<file path="src/rtl/fu_issue_buffer.sv">
// Per-FU issue buffer: NUM_CH independent in-order FIFOs with flush and ROB-age squash.
// Latency: 1 cycle push-to-head (0 cycles when PASSTHRU=1 and the channel is empty).
// Backpressure: in_ready drops when full unless the head leaves this cycle (pop or dead skip).
module fu_issue_buffer #(
    parameter int NUM_CH   = 4,
    parameter int DEPTH    = 2,
    parameter int DATA_W   = 64,
    parameter int ROB_W    = 5,
    parameter int PASSTHRU = 0,
    localparam int CNT_W   = $clog2(DEPTH + 1)
) (
    input  logic                             clk,
    input  logic                             rst_n,
    input  logic [NUM_CH-1:0]                i_in_valid,
    output logic [NUM_CH-1:0]                o_in_ready,
    input  logic [NUM_CH-1:0][DATA_W-1:0]    i_in_data,
    input  logic [NUM_CH-1:0][ROB_W-1:0]     i_in_rob_idx,
    output logic [NUM_CH-1:0]                o_out_valid,
    input  logic [NUM_CH-1:0]                i_out_ready,
    output logic [NUM_CH-1:0][DATA_W-1:0]    o_out_data,
    output logic [NUM_CH-1:0][ROB_W-1:0]     o_out_rob_idx,
    input  logic                             i_flush_valid,
    input  logic                             i_recover_valid,
    input  logic [ROB_W-1:0]                 i_recover_rob_idx,
    input  logic [ROB_W-1:0]                 i_rob_head_idx,
    output logic [NUM_CH-1:0][CNT_W-1:0]     o_count,
    output logic                             o_busy
);

    localparam int PTR_W = (DEPTH > 1) ? $clog2(DEPTH) : 1;

    // Distance from the ROB head decides age, so wrap-around of the index is harmless.
    function automatic logic f_younger(input logic [ROB_W-1:0] x);
        logic [ROB_W-1:0] w_dx;
        logic [ROB_W-1:0] w_dr;
        w_dx = x - i_rob_head_idx;
        w_dr = i_recover_rob_idx - i_rob_head_idx;
        return w_dx > w_dr;
    endfunction

    function automatic logic [PTR_W-1:0] f_inc(input logic [PTR_W-1:0] p);
        return (p == PTR_W'(DEPTH - 1)) ? '0 : p + 1'b1;
    endfunction

    logic [NUM_CH-1:0] w_nonempty;

    for (genvar g = 0; g < NUM_CH; g++) begin : gen_ch
        logic [DEPTH-1:0]  r_alloc;
        logic [DEPTH-1:0]  r_live;
        logic [DATA_W-1:0] r_data [DEPTH];
        logic [ROB_W-1:0]  r_rob  [DEPTH];
        logic [PTR_W-1:0]  r_head;
        logic [PTR_W-1:0]  r_tail;
        logic [CNT_W-1:0]  r_count;

        logic w_empty, w_dead, w_head_yng, w_in_yng, w_pt;
        logic w_vld, w_pop, w_rdy, w_push, w_wr, w_deq;

        assign w_empty    = (r_count == '0);
        // A squashed (dead) slot still holds its place until it reaches the head.
        assign w_dead     = r_alloc[r_head] && !r_live[r_head];
        assign w_head_yng = i_recover_valid && f_younger(r_rob[r_head]);
        assign w_in_yng   = i_recover_valid && f_younger(i_in_rob_idx[g]);
        assign w_pt       = (PASSTHRU != 0) && w_empty;

        assign w_vld  = !i_flush_valid &&
                        (w_pt ? (i_in_valid[g] && !w_in_yng)
                              : (r_live[r_head] && !w_head_yng));
        assign w_pop  = w_vld && i_out_ready[g];
        assign w_rdy  = (r_count < CNT_W'(DEPTH)) || w_pop || w_dead;
        assign w_push = i_in_valid[g] && w_rdy;
        // Squashed or flushed pushes still handshake but never occupy a slot;
        // a fall-through entry consumed this cycle is not stored either.
        assign w_wr   = w_push && !i_flush_valid && !w_in_yng && !(w_pt && w_pop);
        assign w_deq  = !i_flush_valid && ((w_pop && !w_pt) || w_dead);

        assign o_in_ready[g]    = w_rdy;
        assign o_out_valid[g]   = w_vld;
        assign o_out_data[g]    = !w_vld ? '0 : (w_pt ? i_in_data[g]    : r_data[r_head]);
        assign o_out_rob_idx[g] = !w_vld ? '0 : (w_pt ? i_in_rob_idx[g] : r_rob[r_head]);
        assign o_count[g]       = r_count;
        assign w_nonempty[g]    = !w_empty;

        // Slot state update: flush wins, then squash marking, then dequeue, then enqueue
        // (enqueue last so a full-throughput replace of the head slot keeps the new entry).
        always_ff @(posedge clk or negedge rst_n) begin
            if (!rst_n) begin
                r_alloc <= '0;
                r_live  <= '0;
                r_head  <= '0;
                r_tail  <= '0;
                r_count <= '0;
                for (int i = 0; i < DEPTH; i++) begin
                    r_data[i] <= '0;
                    r_rob[i]  <= '0;
                end
            end else if (i_flush_valid) begin
                r_alloc <= '0;
                r_live  <= '0;
                r_head  <= '0;
                r_tail  <= '0;
                r_count <= '0;
            end else begin
                if (i_recover_valid) begin
                    for (int i = 0; i < DEPTH; i++) begin
                        if (r_live[i] && f_younger(r_rob[i])) begin
                            r_live[i] <= 1'b0;
                        end
                    end
                end
                if (w_deq) begin
                    r_alloc[r_head] <= 1'b0;
                    r_live[r_head]  <= 1'b0;
                    r_head          <= f_inc(r_head);
                end
                if (w_wr) begin
                    r_alloc[r_tail] <= 1'b1;
                    r_live[r_tail]  <= 1'b1;
                    r_data[r_tail]  <= i_in_data[g];
                    r_rob[r_tail]   <= i_in_rob_idx[g];
                    r_tail          <= f_inc(r_tail);
                end
                r_count <= r_count + CNT_W'(w_wr) - CNT_W'(w_deq);
            end
        end
    end

    assign o_busy = |w_nonempty;

endmodule
</file>
<file path="config.mk">
export PLATFORM = sky130hd
export DESIGN_NAME = fu_issue_buffer
export DESIGN_NICKNAME = d
export VERILOG_FILES = /design/src/rtl/fu_issue_buffer.sv
export SDC_FILE = /design/constraint.sdc
export NUM_CORES = 1
export LEC_CHECK = 0
export BUFFER_PORTS_ARGS = -buffer_cell sky130_fd_sc_hd__buf_4
export CORE_ASPECT_RATIO = 1.75
export CORE_UTILIZATION = 35
export CTS_CLUSTER_SIZE = 28
export DETAILED_ROUTE_END_ITERATION = 10
export PLACE_DENSITY = 0.69
export SLEW_MARGIN = 20
export SYNTH_ARGS = -nofsm -noshare
export SYNTH_HDL_FRONTEND = slang
export SYNTH_SLANG_ARGS = --single-unit
export TNS_END_PERCENT = 10
</file>
<file path="constraint.sdc">
create_clock -name clk -period 5.8 [get_ports clk]
set_input_delay 0.87 -clock clk [delete_from_list [all_inputs] [get_ports clk]]
set_output_delay 0.87 -clock clk [all_outputs]
set_load 0.02 [all_outputs]
</file>
# Word-level counts from Yosys, hierarchy flattened
# Cells that the tools add are included.
[classes]
mul = 0
n_lt_le_gt_ge = 48
bitwise_logic = 29
muxes = 164
n_addsub = 33
eq_ne = 0
n_shift = 0
n_reduce_logical = 106
n_div = 0
[op_table]
columns = ["operator", "count"]
rows = [
  ["$mux 64", 20],
  ["$bwmux 128", 4],
  ["$demux 64 s1", 4],
  ["$mux 5", 20],
  ["$mux 2", 44],
  ["$sub 5x5->5", 17],
  ["$gt 5x5->1", 16],
  ["$logic_and 1x1->1", 60],
  ["$mux 1", 56],
  ["$bwmux 10", 4],
  ["$demux 5 s1", 4],
  ["$logic_not 1->1", 17],
  ["$and 2x2->2", 8],
  ["$ge 2x2->1 const B", 8],
  ["$lt 1x2->1 const B", 8],
  ["$not 1->2", 8],
  ["$or 2x2->2", 8],
  ["$reduce_bool 2->1", 8],
  ["$logic_or 1x1->1", 12],
  ["$add 1x1->1 const B", 8],
  ["$add 2x1->2", 4],
  ["$demux 1 s1", 8],
  ["$ge 1x1->1 const B", 8],
  ["$logic_not 2->1", 4],
  ["other kinds (7)", 22],
]
[totals]
mem_count = 0
in_bits = 298
latchBits = 0
romBits = 0
ramBits = 0
reg_bits = 584

# Logic depth before layout (Yosys ltp)
# Gate-level depths: netlist (run 1).
[depth]
depth_word = 19
mapped_depth = 23
ltp_nobuf = 20

# Worst setup path after synthesis (run 1)
# No wires, ideal clock.
[synth_path]
kind = "input to output"
start = "input i_rob_head_idx[1]"
end = "output o_out_data[100] (netlist name)"
arrival_ns = 5.310
required_ns = 4.930
path_buffers = 2
path_slack_ns = -0.380
path_stages = 12
path_cell_list = "inv_1 > ha_1 > a21o_1 > a21oi_1 > xor2_1 > ha_1 > and4_1 > a221o_1 > a311o_1 > clkbuf_1 > clkbuf_1 > nor2_1"
[synth_rtl]
columns = ["item", "line", "text"]
rows = [
  ["start: declaration", "25", "input logic [ROB_W-1:0] i_rob_head_idx,"],
  ["end: declaration", "20", "output logic [NUM_CH-1:0][DATA_W-1:0] o_out_data,"],
]

==> flow_results.org, run 1 <==
** Status
- Outcome :: complete, no violations

** Place
- The congestion estimate from routability-driven global placement came to 0.8272.
- Number of input and output port buffers inserted :: 590
- Once detailed placement completed, the half-perimeter wirelength came to 58160 um.
- Once placement completed, the tool counted placed cells totaling 4076.

** Floorplanning
- Die boundary width :: approximately 220 um
- Pin placement for this block handled 591 I/O pins.
- After floorplanning, the core was divided into 142 placement rows.
- The initial utilization of the core area, before any placement, comes to 0.3543.
- Vertical die dimension :: 391.5 um
- Area of the core region :: 85640 um2
- DIE AREA :: 87910 um2

** Timing
- Worst rel slew slack :: 0.3766
- Final setup fails :: 0
- Max-slew violation total from the final report :: 0
- The hold violation total from the final report was 0.
- TNS Setup :: 0 ns
- Slew of the pin with the lowest slew margin :: 0.9320 ns
- Final cycle utilization of the critical path :: 0.9762
- Setup repair after global routing left no endpoint under its margin.
- Static timing analysis puts the maximum clock frequency at approximately 0.18 GHz.
- Final worst path period need :: 5.662 ns
- Worst-case clock skew :: 0.03665 ns

** Final layout
- The net count of the finished layout is 3436.
- Filler cell count in the final layout :: 8067
- After the flow finishes, the layout carries non-filler instances totaling 4189.
- From synthesis to final layout, the design area changed by 25.88%.
- Fraction of layout instances using a drive strength above 1 :: 0.4028

** Synthesis
- During synthesis, Yosys emitted a total of 0 warnings.
- Post-synthesis instance total :: roughly 2400
- Of the post-synthesis cell area, the dominant cell type holds 0.4817.
- Seq/Total Area, Yosys :: 0.4817
- By area the synthesized netlist is led by sky130_fd_sc_hd__dfrtp_1, sky130_fd_sc_hd__mux2_2, sky130_fd_sc_hd__mux2i_1.
- Number of flip-flops and latches in the synthesized netlist :: ~580
- Number of different library cells in the post-synthesis netlist :: 55
- Number of synthesized flops with an enable pin :: 0
- The largest total area in the synthesized netlist belongs to sky130_fd_sc_hd__dfrtp_1.
- Nets in the synthesized netlist :: 2864
- Primary FF master, synth :: sky130_fd_sc_hd__dfrtp_1
- In the synthesized netlist the async set-or-reset flop fraction comes to 1.000.
- Cell Area, Synth :: around 30000 um2
- A synthesized cell averages between 10 and 15 um2.

** Power
- Worst VDD drop :: slightly above 300 uV
- In this run the power density over the cells is 527.5 nW/um2.
- LEAKAGE :: 17.28 nW

** GRT
- The first global-routing pass estimated 125300 um of wire.
- Antenna violations before repair :: 11
- Entering global routing, the biggest net connects about 150 pins.
- For this run, the total global-route usage over all layers was measured as 0.1834.
- Sum of overflow across all layers after global routing :: 0
- The via count of the first global-routing pass came to 21950.

** Detailed routing
- Post-route DRC :: 0
- Final wirelength :: 81580 um
- Average via count per standard cell :: 4.941
- Violation count after the first detailed-route iteration :: 800
- After detailed routing, the average wire length per cell comes to ~19 um.
- Total via count after detailed routing :: 20700
- Remaining number of nets flagged by the antenna check after routing :: 0
- Sum of met2 wire segment lengths after detailed routing :: 40630 um
- DRT Pass-1 Iters :: 4
- Highest routed metal layer :: met5
- The detailed router put a total of approximately 32000 um of wire on met1.
- Detail Route met3 WL :: 6011 um

** Clock network
- Largest buffer count on any clock path :: 3
- Clock transition time at the flip-flop clock pins of the worst setup and hold paths :: 0.07 ns
- CTS tree :: yes
- Number of buffers inserted to repair setup after CTS :: 0
- In this run, CTS created clock tree buffers numbering 57.
- Clock latency on the worst-skew pair :: roughly 0.65 ns
- Clock tree synthesis found a total of 584 sinks.
- Clk Tree Root Cell :: sky130_fd_sc_hd__clkbuf_16
- H-Tree Depth :: 2

** Worst setup path
- The critical path in this run is classified as primary input to primary output.
- Number of buffer and inverter instances along the worst setup path :: 5
- Number of logic stages on the critical path including buffering :: 13
- Cell Chain, Critical Path :: buf_4 -> inv_1 -> ha_1 -> fa_1 -> xor2_1 -> buf_4 -> ha_1 -> a211o_1 -> a221o_1 -> a311o_2 -> buf_4 -> nor2_1 -> buf_4
- Highest-delay cell along the critical path :: sky130_fd_sc_hd__xor2_1
- At the worst endpoint, the arrival time is between 4 and 5 ns.
- The number of cells on the worst reg-to-reg path is 20.
- STA puts the critical path data required time at 4.93 ns.
- The worst setup path is launched from a primary input.
- The kind of cell with the highest combined delay along the critical path is compound AO/OA/AOI/OAI gates.
- STA classifies the critical path endpoint as a primary output.
- By instance count, the cell type seen most on the critical path is sky130_fd_sc_hd__buf_4.
- Of all nets on the critical path, the largest fanout is 32.
- Delay of the slowest cell on the worst path :: between 0.7 and 0.8 ns

** Hold path
- Hold WC Path Type :: primary input to async pin

** Job
- Number of maximum-capacitance violations :: 0
report_power, final:
group	switching, W	internal, W
logic	0.00435	0.00455
registers	0.00113	0.00610
clock network	0.00170	0.00233
total	0.00717	0.0130
Yosys cell counts (3+ instances only):
library cell                 n
sky130_fd_sc_hd__buf_1      29
sky130_fd_sc_hd__mux2i_1   276
sky130_fd_sc_hd__o32a_1      5
sky130_fd_sc_hd__mux2_2    444
sky130_fd_sc_hd__a21o_1     41
sky130_fd_sc_hd__fa_1       17
sky130_fd_sc_hd__o221a_2     4
sky130_fd_sc_hd__o21a_1      3
sky130_fd_sc_hd__inv_2       4
sky130_fd_sc_hd__mux2_1    112
sky130_fd_sc_hd__a211o_1     9
sky130_fd_sc_hd__a21boi_0    6
sky130_fd_sc_hd__nand3_1     8
sky130_fd_sc_hd__clkbuf_1   44
sky130_fd_sc_hd__and2_1     12
sky130_fd_sc_hd__a32oi_1     3
sky130_fd_sc_hd__buf_6      14
sky130_fd_sc_hd__nor2b_1    11
sky130_fd_sc_hd__nor2_1    281
sky130_fd_sc_hd__a21oi_1    66
sky130_fd_sc_hd__dfrtp_1   584
sky130_fd_sc_hd__inv_1      61
sky130_fd_sc_hd__xnor2_1    57
sky130_fd_sc_hd__nand2b_1    4
sky130_fd_sc_hd__a31o_2      4
sky130_fd_sc_hd__xor2_1     33
sky130_fd_sc_hd__nand2_1    22
sky130_fd_sc_hd__nand4_1     7
sky130_fd_sc_hd__buf_4      15
sky130_fd_sc_hd__a311o_1     3
sky130_fd_sc_hd__o21ai_0    13
sky130_fd_sc_hd__ha_1      138
sky130_fd_sc_hd__buf_2      32
sky130_fd_sc_hd__o311ai_0    4
sky130_fd_sc_hd__or3_1       6
sky130_fd_sc_hd__maj3_1      8
layout make-up:
cell class                 count  area, um2  area share
timing repair buffer         647       5006      0.1311
clock inverter                27      367.9    0.009632
antenna                        6      15.01   0.0003931
sequential                   584      14630      0.3831
multi-input combinational   1627      14820      0.3879
clock buffer                  80       1664     0.04357
tap                         1152       1441     0.03774
inverter                      66      251.5    0.006585
timing repair:
item	4_1_cts	5_1_grt
hold buffers	0	0
endpoints found under the hold margin	0	0
resized for setup	0	1
endpoints found under the setup margin	0	1
cell families after synthesis:
group | synth area share
fa+ha+maj | 0.07077
compound gates | 0.03926
flops | 0.4817
simple gates | 0.05345
mux | 0.2974
buf+inv | 0.03138
xor+xnor | 0.02598
sequential cells by signal, summed over array words and instances (netlist names):
| name | count |
|---|---|
| gen_ch.r_alloc | 8 |
| gen_ch.r_count | 8 |
| gen_ch.r_data | 512 |
| gen_ch.r_head | 4 |
| gen_ch.r_live | 8 |
| gen_ch.r_rob | 40 |
| gen_ch.r_tail | 4 |
through the flow:
step | utilization | total power [W] | hold WS (ns) | worst slack (ns) | area [um2]
6_report | 0.4460 | 0.02014 | 0.1915 | 0.1378 | 38190
3_5_place_dp | 0.4220 | 0.01630 | 0.4661 | 0.1608 | 36140
2_1_floorplan | - | 0.01351 | 0.4496 | 0.08567 | 30350
5_1_grt | 0.4459 | 0.02156 | 0.2164 | 0.02227 | 38180
3_3_place_gp | 0.4220 | 0.01606 | 0.4614 | 0.1698 | 36140
4_1_cts | 0.4457 | 0.02043 | 0.1973 | 0.1410 | 38170
per-layer routing:
layer	GRT usage	vias up
met5	0	-
met4	0.06976	12
met3	0.05074	125
met2	0.3178	550
met1	0.2134	10400
li1	-	9612
cell usage in the layout (no fill, tap or decap), drive strengths merged, types with 4 or more instances in the layout:
cell	Yosys	final
bufinv	0	7
mux2i	276	276
inv	65	69
clkinvlp	0	5
maj3	8	8
xnor2	57	57
clkinv	1	12
a211o	9	9
o32a	5	5
dfrtp	584	584
a31o	4	4
ha	138	138
nor2	281	281
xor2	33	33
o221a	4	4
diode	0	6
nand4	7	7
clkbuf	44	80
or3	6	6
o311ai	4	4
fa	17	17
buf	90	647
o21ai	13	13
a21oi	67	67
a21boi	6	6
a21o	41	41
and2	12	12
nand2	22	22
nor2b	11	11
nand2b	4	4
nor4	6	6
nand3	8	8
mux2	556	556
worst paths after layout:
kind                                       start                    end  slack [ns]
min in group clk                  i_in_data[127]   gen_ch[1].r_data[63]        0.44
max in group asynchronous                  rst_n   gen_ch[3].r_data[41]        4.23
hold reg to reg            gen_ch[1].r_data[121]  gen_ch[1].r_data[121]        0.48
setup / recovery            i_recover_rob_idx[0]         o_out_data[66]        0.14
setup reg to reg                gen_ch[3].r_head   gen_ch[3].r_count[1]        0.85
hold / removal                             rst_n   gen_ch[2].r_data[80]        0.19
No activity file was read; power rests on OpenSTA's default activity.
==> run 2: changes to the inputs <==
- ABC_AREA: default -> 1
- CORE_ASPECT_RATIO: 1.75 -> default
- PLACE_DENSITY: 0.69 -> 0.68
==> flow_results.org, run 2 <==
** Final layout
- For this run, the share of the core covered by cells in the final layout is 0.4379.
- The largest registers in the layout are gen_ch.r_data x512, gen_ch.r_rob x40.
- Leading cell type in the layout, fill and taps excluded :: sky130_fd_sc_hd__nand2_1
- Relative to the synthesized area, the layout overhead comes to 23.72%.
- Number of nets at the end of the flow :: 5072
- Commonest cells after routing, fill and taps aside :: sky130_fd_sc_hd__nand2_1, sky130_fd_sc_hd__buf_4, sky130_fd_sc_hd__dfrtp_1, sky130_fd_sc_hd__nand4_1, sky130_fd_sc_hd__a21oi_1
- In the final layout, the share of cells above drive strength 1 is 0.1783.
- Max reg flops :: 512
- The register with the most flip-flops in the final layout is gen_ch.r_data.

** Timing
- RSZ-0062 raised after global routing :: yes
- Max Fclk :: roughly 0.18 GHz
- The number of max-slew violations in the final report is 0.
- Worst-case clock skew :: 0.01228 ns
- For the pin with the worst max-slew slack, the measured transition is between 1 and 1.5 ns.
- For the finished layout, the period the worst path requires is 5.591 ns.
- Setup violations remaining at the end of the flow were counted as 0.
- TNS Setup :: 0 ns
- The hold violation total from the final report is 0.
- Final cycle utilization of the critical path :: 0.9640
- Worst rel slew slack :: 0.2757

** Synthesis
- Nets in the synthesized netlist :: 4680
- Of the post-synthesis cell area, the dominant cell type holds 0.4491.
- After synthesis, the most frequently instantiated cells are sky130_fd_sc_hd__nand2_1, sky130_fd_sc_hd__dfrtp_1, sky130_fd_sc_hd__nand4_1.
- Of the synthesized area, sequential elements account for 0.4491.
- sky130_fd_sc_hd__nand2_1 is the most common cell in the netlist.
- Counting flops with an async set or reset pin after synthesis yields a share of 1.000.
- In this run the cell area of the synthesized design comes to between 30000 and 40000 um2.
- Post-synthesis instance total :: 4227
- The biggest area contributor in the post-synthesis netlist is sky130_fd_sc_hd__dfrtp_1.
- For this run, the number of Yosys warnings is 0.
- A synthesized cell averages between 7 and 8 um2.
- For this run, the leading register cell type out of synthesis is sky130_fd_sc_hd__dfrtp_1.
- Number of flip-flops and latches in the synthesized netlist :: 584
- After synthesis, the cell types taking the most area are sky130_fd_sc_hd__dfrtp_1, sky130_fd_sc_hd__nand2_1, sky130_fd_sc_hd__nand4_1.
- Counting flops with a built-in enable in the synthesized netlist gives 0.
- Number of different library cells in the post-synthesis netlist :: 28

** Worst setup path
- Worst-path maximum fanout :: 44
- WS Path Type :: flip-flop to primary output
- Walking the worst path, the cells encountered are inv_2 -> or2_2 -> o21ai_1 -> inv_1 -> fa_1 -> a31oi_1 -> xnor2_1 -> ha_1 -> nand2_1 -> nor2_1 -> a21oi_1 -> nand2_1 -> nand2_4 -> buf_12 -> a21oi_1 -> buf_4.
- Highest-delay cell along the critical path :: sky130_fd_sc_hd__dfrtp_2
- The largest single stage delay on the critical path is 0.63 ns.
- Type of element launching the critical path :: flip-flop
- Required time worst endpoint :: slightly below 5 ns
- STA puts the critical path data arrival time at ~4.7 ns.
- STA classifies the critical path endpoint as a primary output.

** Clock network
- In this run, CTS created clock tree buffers numbering 72.
- In this run the number of H-tree levels came out at 3.
- CTS saw 584 sinks.
- Clock latency on the worst-skew pair, taken at its later pin, is 0.62 ns.
- The longest clock path from root to sink contains 3 buffers.
- TritonCTS built the clock tree.
- The tree is rooted in a sky130_fd_sc_hd__clkbuf_16.
- Hold_buf cts :: 0
- Clock transition time at the flip-flop clock pins of the worst setup and hold paths :: ~0.060 ns

** GRT
- Largest net degree at the start of global routing :: 139
- For this run the aggregate overflow at the end of global routing stands at 0.
- The via count of the first global-routing pass is around 30000.
- Global Route Usage Sum :: 0.2300
- Global-route wire length before repair :: around 170000 um
- The number of antenna violations at the first check in global routing is 17.

** Detailed routing
- Violation count after the first detailed-route iteration :: 2690
- In the final routed layout, each cell accounts on average for approximately 19 um.
- Total via count after detailed routing :: 31150
- After detailed routing, the number of remaining DRC violations is 0.
- After detailed routing, the number of vias per cell comes to 5.256.
- The first TritonRoute pass finished after 5 iterations.
- Final wirelength :: 110800 um
- In this run the remaining antenna-violating nets after routing total 0.

** Floorplanning
- Initial core utilization :: 0.3540
- In this run the horizontal extent of the chip is between 300 and 400 um.
- Row cnt :: between 100 and 150
- Top-Level Pins :: roughly 590
- DIE AREA :: 94200 um2
- Vertical die dimension :: 306.9 um
- Area of the core region :: approximately 92000 um2

** Power
- LEAKAGE :: 20.86 nW
- Power spread over the standard cell area amounts to between 500 and 600 nW/um2.
- The design draws 0.02241 W.
- Worst VDD drop :: around 640 uV

** Status
- Outcome :: complete, no violations

** Place
- Number of input and output port buffers inserted :: 590
- Detailed placement finished with a half-perimeter wire length of 70390 um.
- The congestion estimate from routability-driven global placement came to 0.8808.

** Job
- Across the run, the number of max-cap violations was 0.

** Hold path
- Hold WC Path Type :: primary input to async pin
-- run 2: cell types whose count changed after synthesis, moves of 22 or more --
| cell | before | now |
|---|---|---|
| sky130_fd_sc_hd__nand3_1 | 8 | 83 |
| sky130_fd_sc_hd__nand2_1 | 22 | 1864 |
| sky130_fd_sc_hd__mux2_1 | 112 | 0 |
| sky130_fd_sc_hd__clkbuf_1 | 44 | 130 |
| sky130_fd_sc_hd__o21ai_0 | 13 | 35 |
| sky130_fd_sc_hd__nor2_1 | 281 | 61 |
| sky130_fd_sc_hd__mux2i_1 | 276 | 0 |
| sky130_fd_sc_hd__buf_2 | 32 | 149 |
| sky130_fd_sc_hd__a21o_1 | 41 | 4 |
| sky130_fd_sc_hd__nand4_1 | 7 | 556 |
| sky130_fd_sc_hd__xnor2_1 | 57 | 19 |
| sky130_fd_sc_hd__mux2_2 | 444 | 0 |
| sky130_fd_sc_hd__a21oi_1 | 66 | 319 |
| sky130_fd_sc_hd__inv_1 | 61 | 102 |
-- run 2: final cells by class --
| class | instances | area [um2] |
|---|---|---|
| diodes | 10 | 25.02 |
| clock buffers | 95 | 2039 |
| clock inverters | 33 | 421.7 |
| fillers | 9327 | 51680 |
| inverters | 114 | 429.2 |
| multi-input cells | 3187 | 16000 |
| flip-flops and latches | 584 | 14620 |
| well taps | 1243 | 1555 |
| repair buffers | 660 | 5162 |
-- run 2: logic make-up after synthesis --
kind of cell             count (synthesis)  share of synthesized area
AO/OA/AOI/OAI                          367                    0.05736
AND/OR/NAND/NOR                       2597                     0.3494
XOR/XNOR                                68                    0.01830
adder cells (fa/ha/maj)                155                    0.06352
buffers and inverters                  456                    0.06236
flip-flops                             584                     0.4491
-- run 2: critical path, delay by kind of cell, from the launching register on --
kind / cells / cell delay, ns
fa+ha+maj: 2 / 0.77
flops: 1 / 0.63
compound gates: 4 / 0.89
xor+xnor: 1 / 0.12
simple gates: 5 / 0.87
buf+inv: 4 / 0.78
-- run 2: where the power goes --
| part | switching [W] | internal [W] |
|---|---|---|
| logic | 0.00697 | 0.00355 |
| registers | 0.00120 | 0.00594 |
| clock network | 0.00187 | 0.00288 |
-- run 2: worst paths after layout --
path / cells past startpoint / slack, ns / startpoint / to
setup / recovery: 16 / 0.21 / gen_ch[2].r_head / o_out_data[135]
min in group clk: 2 / 0.47 / gen_ch[0].r_data[78] / gen_ch[0].r_data[78]
hold reg to reg: 2 / 0.47 / gen_ch[0].r_data[78] / gen_ch[0].r_data[78]
setup reg to reg: 18 / 0.84 / gen_ch[2].r_head / gen_ch[2].r_data[24]
hold / removal: 1 / 0.24 / rst_n / gen_ch[3].r_data[22]
max in group asynchronous: 2 / 4.26 / rst_n / gen_ch[0].r_data[105]
-- run 2: per-layer routing --
| layer | vias to the layer above | GRT usage | wire length (um) |
|---|---|---|---|
| li1 | 14900 | - | - |
| met1 | 15000 | 0.3121 | 47220 |
| met2 | 1050 | 0.3577 | 51360 |
| met3 | 180 | 0.05589 | 8799 |
| met4 | 14 | 0.07744 | 3344 |
| met5 | - | 0 | 92 |
-- run 2: through the flow --
stage	setup slack, ns	std cells	hold slack (ns)	area [um2]
final	0.2089	5926	0.2436	40260
after global routing	-0.03706	5924	0.2553	40260
after CTS	0.04205	5916	0.2218	40230
after detailed placement	0.4879	5788	0.4582	37770
after global placement	0.5512	5788	0.4530	37770
after floorplan	0.3892	4227	0.4422	32540
-- run 2: what timing repair did --
item / CTS / global route
endpoints found under the setup margin: 18 / 74
gates resized for setup: 2 / 2
buffers inserted: 0 / 0
gates cloned: 0 / 0
==> run 3: changes to the inputs <==
- ABC_AREA: 1 -> default
- PLACE_DENSITY: 0.68 -> 0.69
==> flow_results.org, run 3 (same netlist as run 1, synthesis figures left out) <==
** Final layout
- Largest registers :: gen_ch.r_data x512, gen_ch.r_rob x40
- Area Overhead vs Synth :: 27.14%
- In the layout the commonest cells are sky130_fd_sc_hd__buf_4, sky130_fd_sc_hd__dfrtp_1, sky130_fd_sc_hd__mux2_2, sky130_fd_sc_hd__nor2_1, sky130_fd_sc_hd__mux2i_1.
- Leading cell type in the layout, fill and taps excluded :: sky130_fd_sc_hd__buf_4
- Counting the fill cells in the layout gives 7901.
- The register with the most flip-flops in the layout has 512 of them.
- Across the whole layout, storage elements account for 14630 um2.
- Of the cells placed in the final design, the portion with a size suffix greater than 1 is 0.4054.
- Largest Register :: gen_ch.r_data
- Total area of multi-input combinational cells :: 14820 um2
- For this run, the post-layout net count is 3447.

** Detailed routing
- Summed over all layers, the routed wires come to 80130 um.
- Routed wirelength normalized by instance count :: about 19 um
- The detailed router finished its first iteration with 764 violations.
- For this run, design rule violations remaining after detail routing come to 0.
- Average via count per standard cell :: 4.910
- Remaining number of nets flagged by the antenna check after routing :: 0
- Total via count after detailed routing :: 20590
- Before antenna repair, the detailed router went through 5 iterations.

** Timing
- Final cycle utilization of the critical path :: 0.9485
- Hold timing on the final database bottoms out at a slack of 0.3369 ns.
- RSZ-0062 raised after global routing :: no
- Final setup fails :: 0
- Measured against its own limit, the worst slew margin works out to 0.3997.
- Worst-case clock skew :: 0.03151 ns
- TNS Setup :: 0 ns
- Final worst path period need :: 5.501 ns
- Max-slew violation total from the final report :: 0
- Max Fclk :: 0.1818 GHz
- Once routing completed, OpenROAD measured the worst setup slack at about 0.30 ns.
- Hold Violations, Final :: 0
- For the pin with the worst max-slew slack, the measured transition is 0.9004 ns.

** Floorplanning
- DIE AREA :: 87860 um2
- Vertical die dimension :: 296.4 um
- The region available for standard cell placement spans 85550 um2.
- For this configuration, the core starts out at a cell density of 0.3546.
- Top-Level Pins :: roughly 590
- After floorplanning, the core was divided into around 110 placement rows.
- The floorplan step set the die width to 296.4 um.

** Status
- The run finished with clean final reports.

** GRT
- Across every metal layer, demand over resource in global routing totals 0.1783.
- The number of antenna violations at the first check in global routing came to 11.
- Sum of overflow across all layers after global routing :: 0
- Largest net degree at the start of global routing :: 157
- Global-route wire length before repair :: 121300 um
- The via count of the first global-routing pass was between 20000 and 25000.

** Clock network
- H-Tree Depth :: 3
- Clk Tree Root Cell :: sky130_fd_sc_hd__clkbuf_16
- Clock tree synthesis found a total of 584 sinks.
- Total of cells resized after clock tree synthesis :: 0
- For this design, the CTS-stage hold fixing added 0 buffers.
- TritonCTS built the clock tree.
- Clock-pin slew was measured on the worst setup and hold paths at 0.06 ns.
- Number of clock buffers inserted by TritonCTS :: 68
- Largest buffer count on any clock path :: 3
- Number of buffers inserted to repair setup after CTS :: 0
- For the worst-skew pair, the clock arrives at the later sink with an insertion delay of 0.60 ns.

** Worst setup path
- Data on the critical path is required at its endpoint by 4.93 ns.
- The worst setup path is of the flip-flop to primary output kind.
- The worst register-to-register path begins at gen_ch[3].r_head.
- Critical path endpoint category :: primary output
- The worst setup path is launched from a flip-flop.
- At the worst endpoint, the arrival time is about 4.6 ns.
- Tracing the worst setup path back leads to its startpoint at gen_ch[0].r_head.
- The number of cells on the worst reg-to-reg path is 18.
- In this run the worst path has a maximum fanout of 67.

** Power
- Of the total power, the share spent switching nets is 0.3514.
- Combinational fraction of design power :: 0.432
- Share of power burned in the clock network :: 0.219
- In this run the power density over the cells is 538.6 nW/um2.
- For this design the static power due to leakage is about 17 nW.
- Of the total power, registers draw 0.349.
- Design internal power :: ~0.013 W
- VDD sags by at most 295.6 uV.
- NetSw :: 0.007299 W

** Place
- Detailed placement ended at an HPWL of 58010 um.
- Placement-stage worst setup slack :: 0.3832 ns
- Input and output buffers added on the ports amount to 590.
- Final weighted congestion in routability-driven placement :: 0.8372

** Job
- The tool flagged a number of max-cap violations equal to 0.

** Hold path
- The worst hold path belongs to the class primary input to async pin.
run 3: power by group through the flow:
stage / clock, W / sequential, W / combinational (W)
2_1_floorplan: 0 / 0.00694 / 0.00657
3_3_place_gp: 0 / 0.00724 / 0.00893
3_5_place_dp: 0 / 0.00733 / 0.00907
4_1_cts: 0.00471 / 0.00727 / 0.00911
5_1_grt: 0.00488 / 0.00754 / 0.00985
6_report: 0.00455 / 0.00725 / 0.00897
run 3: path summary, 6_finish.rpt:
kind | end | slack (ns)
max | o_out_data[52] | 0.30
min | gen_ch[3].r_data[9] | 0.34
max reg2reg | gen_ch[3].r_count[1] | 0.83
min reg2reg | gen_ch[0].r_alloc[0] | 0.48
max in group asynchronous | gen_ch[2].r_head | 4.05
min in group clk | gen_ch[0].r_alloc[0] | 0.48
run 3: metrics by stage:
stage	std cells	power (W)	utilization	cell area, um2
floorplan	2411	0.01351	-	30350
global placement	4068	0.01617	0.4229	36170
detailed placement	4068	0.01639	0.4229	36170
CTS	4188	0.02108	0.4507	38560
global route	4191	0.02226	0.4508	38570
finish	4193	0.02077	0.4509	38570
run 3: layer usage:
metal	track usage	vias up	wire length (um)
li1	-	9679	-
met1	0.2221	10240	33610
met2	0.2927	512	38240
met3	0.05417	148	5972
met4	0.06098	12	2216
met5	0	-	91
run 3: cell type report:
class	count	share of cell area
multi-input cells	1627	0.3843
flip-flops and latches	584	0.3793
repair buffers	647	0.1307
clock buffers	89	0.04931
well taps	1144	0.03711
clock inverters	31	0.01249
inverters	66	0.006520
diodes	5	0.0003244
run 3: critical path, cell delays in order, from the launching register on:
cell and delay (ns):
sky130_fd_sc_hd__dfrtp_4 0.78, sky130_fd_sc_hd__mux2i_1 0.24, sky130_fd_sc_hd__buf_4 0.16, sky130_fd_sc_hd__ha_1 0.14
sky130_fd_sc_hd__inv_1 0.06, sky130_fd_sc_hd__fa_1 0.40, sky130_fd_sc_hd__a21o_1 0.18, sky130_fd_sc_hd__a21oi_1 0.16
sky130_fd_sc_hd__xnor2_1 0.10, sky130_fd_sc_hd__ha_1 0.30, sky130_fd_sc_hd__nand4_1 0.09, sky130_fd_sc_hd__or2_0 0.23
sky130_fd_sc_hd__a311o_2 0.41, sky130_fd_sc_hd__buf_4 0.31, sky130_fd_sc_hd__nor2_1 0.24, sky130_fd_sc_hd__buf_4 0.17
